File: src/rtl/timer_link_pkg.sv
// rtl/timer_link_pkg.sv - shared types and constants for the serial timer-command link
package timer_link_pkg;

    typedef enum logic [2:0] {
        ST_IDLE,
        ST_SEND,
        ST_WAIT_DONE,
        ST_ACK,
        ST_GAP
    } link_state_t;

    localparam logic [3:0] PATTERN_DEFAULT = 4'b1101;
    localparam int         FRAME_LEN       = 8;
    localparam int         DELAY_W         = 4;

endpackage

File: src/rtl/timer_link_tx_if.sv
// rtl/timer_link_tx_if.sv - command handshake and timer-status bundle for the link initiator
interface timer_link_tx_if #(
    parameter int CNT_W = 15
);
    import timer_link_pkg::*;

    logic               cmd_valid;
    logic [DELAY_W-1:0] cmd_delay;
    logic               cmd_ready;
    logic               data;
    logic               counting;
    logic               done;
    logic               ack;
    logic               busy;
    logic [CNT_W-1:0]   meas_count;
    logic               meas_valid;
    logic               timeout;

    modport slave (
        input  cmd_valid, cmd_delay, counting, done,
        output cmd_ready, data, ack, busy, meas_count, meas_valid, timeout
    );

    modport master (
        output cmd_valid, cmd_delay, counting, done,
        input  cmd_ready, data, ack, busy, meas_count, meas_valid, timeout
    );

endinterface

File: src/rtl/timer_link_piso.sv
// rtl/timer_link_piso.sv - frame shifter, MSB first, zero-filled so the line idles low once drained
module timer_link_piso
    import timer_link_pkg::*;
(
    input  logic                 clk,
    input  logic                 reset,
    input  logic                 load,
    input  logic                 shift,
    input  logic [FRAME_LEN-1:0] load_data,
    output logic                 sdata,
    output logic                 last_bit
);

    localparam int BW = $clog2(FRAME_LEN);

    logic [FRAME_LEN-1:0] shreg;
    logic [BW-1:0]        bit_cnt;

    always_ff @(posedge clk) begin
        if (reset) begin
            shreg   <= '0;
            bit_cnt <= '0;
        end else if (load) begin
            shreg   <= load_data;
            bit_cnt <= '0;
        end else if (shift) begin
            shreg   <= {shreg[FRAME_LEN-2:0], 1'b0};
            bit_cnt <= bit_cnt + BW'(1);
        end
    end

    assign sdata    = shreg[FRAME_LEN-1];
    assign last_bit = (bit_cnt == BW'(FRAME_LEN - 1));

endmodule

File: src/rtl/timer_link_tx.sv
// rtl/timer_link_tx.sv - link initiator: serialises a delay command, then measures and supervises the remote timer
module timer_link_tx
    import timer_link_pkg::*;
#(
    parameter logic [3:0] PATTERN        = PATTERN_DEFAULT,
    parameter int         TIMEOUT_CYCLES = 20000,
    parameter int         GAP_CYCLES     = 4,
    parameter int         CNT_W          = 15
) (
    input logic            clk,
    input logic            reset,
    timer_link_tx_if.slave bus
);

    link_state_t      state, state_next;
    logic [CNT_W-1:0] cnt;
    logic [CNT_W-1:0] meas_cnt;
    logic [CNT_W-1:0] meas_cnt_upd;
    logic [CNT_W-1:0] meas_count_r;
    logic             piso_load, piso_shift, piso_last, piso_sdata;
    logic             done_hit, timeout_hit;
    logic             ack_r, timeout_r;

    timer_link_piso u_piso (
        .clk       (clk),
        .reset     (reset),
        .load      (piso_load),
        .shift     (piso_shift),
        .load_data ({PATTERN, bus.cmd_delay}),
        .sdata     (piso_sdata),
        .last_bit  (piso_last)
    );

    always_ff @(posedge clk) begin
        if (reset) state <= ST_IDLE;
        else       state <= state_next;
    end

    // done is only looked at in WAIT_DONE and takes priority over the timeout limit
    always_comb begin
        state_next  = state;
        piso_load   = 1'b0;
        piso_shift  = 1'b0;
        done_hit    = 1'b0;
        timeout_hit = 1'b0;
        case (state)
            ST_IDLE: begin
                if (bus.cmd_valid) begin
                    piso_load  = 1'b1;
                    state_next = ST_SEND;
                end
            end
            ST_SEND: begin
                piso_shift = 1'b1;
                if (piso_last) state_next = ST_WAIT_DONE;
            end
            ST_WAIT_DONE: begin
                if (bus.done) begin
                    done_hit   = 1'b1;
                    state_next = ST_ACK;
                end else if (cnt == CNT_W'(TIMEOUT_CYCLES - 1)) begin
                    timeout_hit = 1'b1;
                    state_next  = ST_GAP;
                end
            end
            ST_ACK:  state_next = ST_GAP;
            ST_GAP: begin
                if (cnt == CNT_W'(GAP_CYCLES - 1)) state_next = ST_IDLE;
            end
            default: state_next = ST_IDLE;
        endcase
    end

    // one counter serves both the WAIT_DONE wait and the GAP length; it restarts on every state change
    always_ff @(posedge clk) begin
        if (reset || state == ST_IDLE || state_next != state) cnt <= '0;
        else                                                  cnt <= cnt + CNT_W'(1);
    end

    assign meas_cnt_upd = (bus.counting && meas_cnt != {CNT_W{1'b1}}) ? meas_cnt + CNT_W'(1) : meas_cnt;

    always_ff @(posedge clk) begin
        if (reset || state != ST_WAIT_DONE) meas_cnt <= '0;
        else                                meas_cnt <= meas_cnt_upd;
    end

    always_ff @(posedge clk) begin
        if (reset) begin
            meas_count_r <= '0;
            ack_r        <= 1'b0;
            timeout_r    <= 1'b0;
        end else begin
            if (done_hit) meas_count_r <= meas_cnt_upd;
            ack_r     <= done_hit;
            timeout_r <= timeout_hit;
        end
    end

    assign bus.data       = piso_sdata;
    assign bus.ack        = ack_r;
    assign bus.meas_valid = ack_r;
    assign bus.timeout    = timeout_r;
    assign bus.meas_count = meas_count_r;
    assign bus.cmd_ready  = (state == ST_IDLE);
    assign bus.busy       = (state != ST_IDLE);

endmodule

File: src/flat_wrapper.sv
// flat-port wrapper written by rule: the top's interface ports become plain ports
module timer_link_tx_flat import timer_link_pkg::*;
#(
    parameter logic [3:0] PATTERN        = PATTERN_DEFAULT,
    parameter int         TIMEOUT_CYCLES = 20000,
    parameter int         GAP_CYCLES     = 4,
    parameter int         CNT_W          = 15
)
  (clk, reset, bus_cmd_valid, bus_cmd_delay, bus_counting, bus_done, bus_cmd_ready, bus_data, bus_ack, bus_busy, bus_meas_count, bus_meas_valid, bus_timeout);
  timer_link_tx_if #(.CNT_W(CNT_W)) bus_i ();
  input logic clk;
  input logic reset;
  input wire logic [$bits(bus_i.cmd_valid)-1:0] bus_cmd_valid;
  input wire logic [$bits(bus_i.cmd_delay)-1:0] bus_cmd_delay;
  input wire logic [$bits(bus_i.counting)-1:0] bus_counting;
  input wire logic [$bits(bus_i.done)-1:0] bus_done;
  output wire logic [$bits(bus_i.cmd_ready)-1:0] bus_cmd_ready;
  output wire logic [$bits(bus_i.data)-1:0] bus_data;
  output wire logic [$bits(bus_i.ack)-1:0] bus_ack;
  output wire logic [$bits(bus_i.busy)-1:0] bus_busy;
  output wire logic [$bits(bus_i.meas_count)-1:0] bus_meas_count;
  output wire logic [$bits(bus_i.meas_valid)-1:0] bus_meas_valid;
  output wire logic [$bits(bus_i.timeout)-1:0] bus_timeout;
  assign bus_i.cmd_valid = bus_cmd_valid;
  assign bus_i.cmd_delay = bus_cmd_delay;
  assign bus_i.counting = bus_counting;
  assign bus_i.done = bus_done;
  assign bus_cmd_ready = bus_i.cmd_ready;
  assign bus_data = bus_i.data;
  assign bus_ack = bus_i.ack;
  assign bus_busy = bus_i.busy;
  assign bus_meas_count = bus_i.meas_count;
  assign bus_meas_valid = bus_i.meas_valid;
  assign bus_timeout = bus_i.timeout;
  timer_link_tx #(.PATTERN(PATTERN), .TIMEOUT_CYCLES(TIMEOUT_CYCLES), .GAP_CYCLES(GAP_CYCLES), .CNT_W(CNT_W)) u_core (.clk(clk), .reset(reset), .bus(bus_i));
endmodule
File: config.mk
export PLATFORM = sky130hd
export DESIGN_NAME = timer_link_tx_flat
export DESIGN_NICKNAME = d
export VERILOG_FILES = /design/src/rtl/timer_link_pkg.sv /design/src/rtl/timer_link_tx_if.sv /design/src/rtl/timer_link_piso.sv /design/src/rtl/timer_link_tx.sv /design/src/flat_wrapper.sv
export SDC_FILE = /design/constraint.sdc
export NUM_CORES = 1
export LEC_CHECK = 0
export BUFFER_PORTS_ARGS = -buffer_cell sky130_fd_sc_hd__buf_2
export CORE_MARGIN = 2
export CORE_UTILIZATION = 30
export DETAILED_ROUTE_END_ITERATION = 6
export MAX_ROUTING_LAYER = met4
export PLACE_DENSITY = 0.54
export SYNTH_ARGS = -nofsm -noshare
export SYNTH_HDL_FRONTEND = slang
export SYNTH_HIERARCHICAL = 1
export SYNTH_SLANG_ARGS = --single-unit
File: constraint.sdc
create_clock -name clk -period 1.89 [get_ports clk]
set_clock_uncertainty 0.15 [all_clocks]
set_input_delay 0.378 -clock clk [delete_from_list [all_inputs] [get_ports clk]]
set_output_delay 0.378 -clock clk [all_outputs]
set_load 0.02 [all_outputs]
==> qor.log <==
INFO  die            floorplan.io_pins=30
INFO  sta            finalSetupViolCount=0
INFO  routing        viasPerCell=4.94
INFO  final_layout   multi_input_area=0.00159mm^2
INFO  status         result_of_the_run=complete, no violations
INFO  die            die_x=102um
INFO  worst_setup_path worst_ep_arrival_time=1.90ns
INFO  synthesis      synth_top_flop_cell=sky130_fd_sc_hd__dfxtp_1
INFO  synthesis      post_synthesis_sequential_element_count=61
INFO  routing        routed_wirelength_normalized_by_instance_count=13.4um
INFO  routing        detailroute.via_count=2,509
INFO  routing        post-route-drc-count=0
INFO  worst_setup_path required=1.94ns
INFO  synthesis      ys_async_sr_fraction=0
INFO  worst_setup_path regToRegEndpoint=u_core/bus.meas_count[10]$_SDFFE_PP0P_
INFO  global_routing antenna_found_initial=0
INFO  worst_setup_path setup.worst_path.end_class=flop
INFO  synthesis      synth-edff-count=0
INFO  routing        dr.first_iter.drc_count=93
INFO  worst_setup_path cp-start-kind=flop
INFO  placed_design  detailed_place.area=0.00335mm^2
INFO  routing        highest_layer=met4
INFO  worst_setup_path crit_type=reg2reg
INFO  worst_setup_path worst-r2r-cell-count=6
INFO  clock_tree     cts-hold-fix-buffers=0
INFO  routing        met2_length=3070um
INFO  die            initial_utilization=0.311
INFO  global_routing pin_count_of_the_biggest_net_entering_global_routing=23
INFO  final_layout   final_cells=508
INFO  die            chipHeight=102um
INFO  clock_tree     cts-htree-levels=3
INFO  sta            hold-worst-slack=0.158ns
INFO  placed_design  io_buffer_count=29
INFO  final_layout   post-route-util=0.387
INFO  clock_tree     clock_tree.buffer_depth=2
INFO  routing        met3_length=205um
INFO  sta            final_critical_path_setup_slack=0.0403ns
INFO  routing        dr.pass1.iters=6
INFO  sta            slew_violations=0
INFO  synthesis      seq_area_frac_synth=0.423
INFO  die            core=0.00928mm^2
INFO  routing        final_ant_viol_nets=0
INFO  final_layout   layout-drive-gt1-share=0.243
INFO  min_path       hold_depth=3
INFO  final_layout   design.final.nets=389
INFO  final_layout   area_taken_by_flip_flops_and_latches=0.00122mm^2
INFO  worst_setup_path ff2ff_setup_slack=0.04ns
INFO  clock_tree     cts_inserted_buffers=9
INFO  clock_tree     tritoncts_num_sinks=61
INFO  synthesis      yosys_warnings=6
INFO  job            maxCapViolations=0
INFO  synthesis      area_of_the_mapped_netlist=0.00289mm^2
INFO  power          leakagePower=1.23nW
INFO  die            design.die.area=0.0104mm^2
INFO  final_layout   synth_to_layout_area_growth=24.4%
INFO  sta            final_critical_delay_including_setup_and_external_delays=1.85ns
INFO  sta            final_hold_viol_count=0
INFO  worst_setup_path r2r-start=u_core/meas_cnt[0]$_SDFF_PP0_
INFO  global_routing total_global_route_track_usage=0.144
INFO  global_routing grt.overflow.total=0
INFO  placed_design  placement.setup.worst_slack=0.00943ns
INFO  worst_setup_path crit_fanout=5
INFO  min_path       hold_path.class=in2reg
INFO  sta            finalCritPeriodShare=0.979
INFO  placed_design  routability_cong=0.760
INFO  placed_design  post-place-cells=492
INFO  sta            fmax=541MHz
INFO  clock_tree     cts_tree=done
INFO  clock_tree     clock_insertion_delay_worst_skew=0.34ns
INFO  final_layout   mostFrequentLayoutCells=sky130_fd_sc_hd__dfxtp_1, sky130_fd_sc_hd__buf_4, sky130_fd_sc_hd__buf_2
INFO  power          power.density=691mW/mm^2
INFO  power          worst_ir_drop_vdd=0.282mV
INFO  global_routing grt_first_pass_wirelength=11,500um
INFO  min_path       hold_end=u_core/u_piso/shreg[0]$_SDFFE_PP0P_
INFO  final_layout   insertedDiodeCount=0
INFO  synthesis      netlist_instances=322
INFO  final_layout   finish.instance_area=0.00359mm^2
INFO  sta            grt_setup_unrepaired=yes
INFO  routing        detail_route.wirelength.met1=3460um
INFO  global_routing grt_pass1_vias=2,399
INFO  min_path       min-delay-start=bus_cmd_delay[0]
INFO  placed_design  dp_hpwl=4760um
INFO  clock_tree     cts.clk_slew.worst_paths=0.07ns
INFO  routing        detail_route.wirelength=6820um
INFO  final_layout   fillCellCount=987
INFO  final_layout   layout.cells.most_common=sky130_fd_sc_hd__dfxtp_1
INFO  synthesis      synthDistinctLibCells=54
INFO  synthesis      syn_area_per_cell=8.96um^2
INFO  die            placementRows=35
INFO  clock_tree     clk_root_buffer_cell=sky130_fd_sc_hd__clkbuf_8
[power by group]
part | internal [W] | switching [W] | total [W]
registers | 0.00131 | 0.0000123 | 0.00132
clock network | 0.000529 | 0.000479 | 0.00101
logic | 0.0000687 | 0.0000874 | 0.000156
total | 0.00190 | 0.000578 | 0.00248
[cells by family (layout without fill, tap and decap cells)]
| family | after synthesis | in the layout | share of synthesized area |
|---|---|---|---|
| buffers and inverters | 34 | 89 | 0.0511 |
| other | 2 | 4 | 0.00260 |
| multiplexers | 10 | 10 | 0.0347 |
| AO/OA/AOI/OAI | 73 | 73 | 0.180 |
| flip-flops | 61 | 61 | 0.423 |
| XOR/XNOR | 17 | 17 | 0.0516 |
| adder cells (fa/ha/maj) | 4 | 4 | 0.0173 |
| AND/OR/NAND/NOR | 121 | 121 | 0.239 |
[routing by layer]
layer  vias to the layer above  GRT usage
met5                         -          -
met4                         0     0.0492
met3                         4     0.0349
met2                        43      0.219
met1                      1162      0.189
li1                       1300          -
[registers in the layout, indices dropped and copies added (netlist names)]
register               count
u_core/bus.ack             1
u_core/bus.timeout         1
u_core/bus.meas_count     15
u_core/u_piso/bit_cnt      3
u_core/u_piso/shreg        8
u_core/state               3
u_core/cnt                15
u_core/meas_cnt           15
[worst max path at each step]
stage	startpoint	end	slack (ns)	depth (start not counted)
after detailed placement	u_core/meas_cnt[0]$_SDFF_PP0_	u_core/bus.meas_count[9]$_SDFFE_PP0P_	0.009	5
after floorplan	u_core/state[2]$_SDFF_PP0_	u_core/u_piso/shreg[5]$_SDFFE_PP0P_	0.02	8
after CTS	u_core/meas_cnt[0]$_SDFF_PP0_	u_core/bus.meas_count[9]$_SDFFE_PP0P_	-0.009	5
after global routing	u_core/meas_cnt[0]$_SDFF_PP0_	u_core/bus.meas_count[7]$_SDFFE_PP0P_	-0.05	6
final	u_core/meas_cnt[0]$_SDFF_PP0_	u_core/bus.meas_count[10]$_SDFFE_PP0P_	0.04	6
after global placement	u_core/meas_cnt[0]$_SDFF_PP0_	u_core/bus.meas_count[9]$_SDFFE_PP0P_	0.05	5
[cell usage after synthesis, drive strengths merged (4+ instances only)]
master,instances,area share
dfxtp,61,0.42
a211oi,27,0.070
nor2,26,0.034
nor3,16,0.028
inv,15,0.020
xnor2,15,0.046
a21oi,14,0.024
nand2,13,0.017
nand3,13,0.027
clkbuf,12,0.016
nand4,12,0.026
mux2i,10,0.035
nor2b,8,0.017
o21ai,8,0.014
a311oi,7,0.021
buf,7,0.016
nor4,6,0.018
ha,4,0.017
o31ai,4,0.010
or3,4,0.0087
[worst max-delay path, cell delays in order (launching register included)]
cell	delay (ns)
sky130_fd_sc_hd__dfxtp_2	0.36
sky130_fd_sc_hd__ha_2	0.21
sky130_fd_sc_hd__nand4_1	0.21
sky130_fd_sc_hd__buf_4	0.21
sky130_fd_sc_hd__a2111oi_4	0.28
sky130_fd_sc_hd__xnor2_1	0.18
sky130_fd_sc_hd__o32ai_1	0.11
[metrics by stage]
stage | power [W] | setup TNS (ns)
after global routing | 0.00259 | -0.168
after global placement | 0.00150 | 0
after CTS | 0.00251 | -0.0203
final | 0.00248 | 0
after floorplan | 0.00145 | 0
after detailed placement | 0.00151 | 0
[area by class of cell]
| type | instances | share of cell area |
|---|---|---|
| Clock buffer | 12 | 0.0432 |
| Clock inverter | 2 | 0.00279 |
| Inverter | 15 | 0.0157 |
| Timing Repair Buffer | 60 | 0.109 |
| Multi-Input combinational cell | 229 | 0.444 |
| Tap cell | 129 | 0.0449 |
| Sequential cell | 61 | 0.341 |
[timing repair]
item                       4_1_cts  5_1_grt
resized for setup                0       12
buffers inserted                 0        2
setup endpoints to repair        3       32
pin swaps                        0        3
Power figures use the tool's default switching activity.
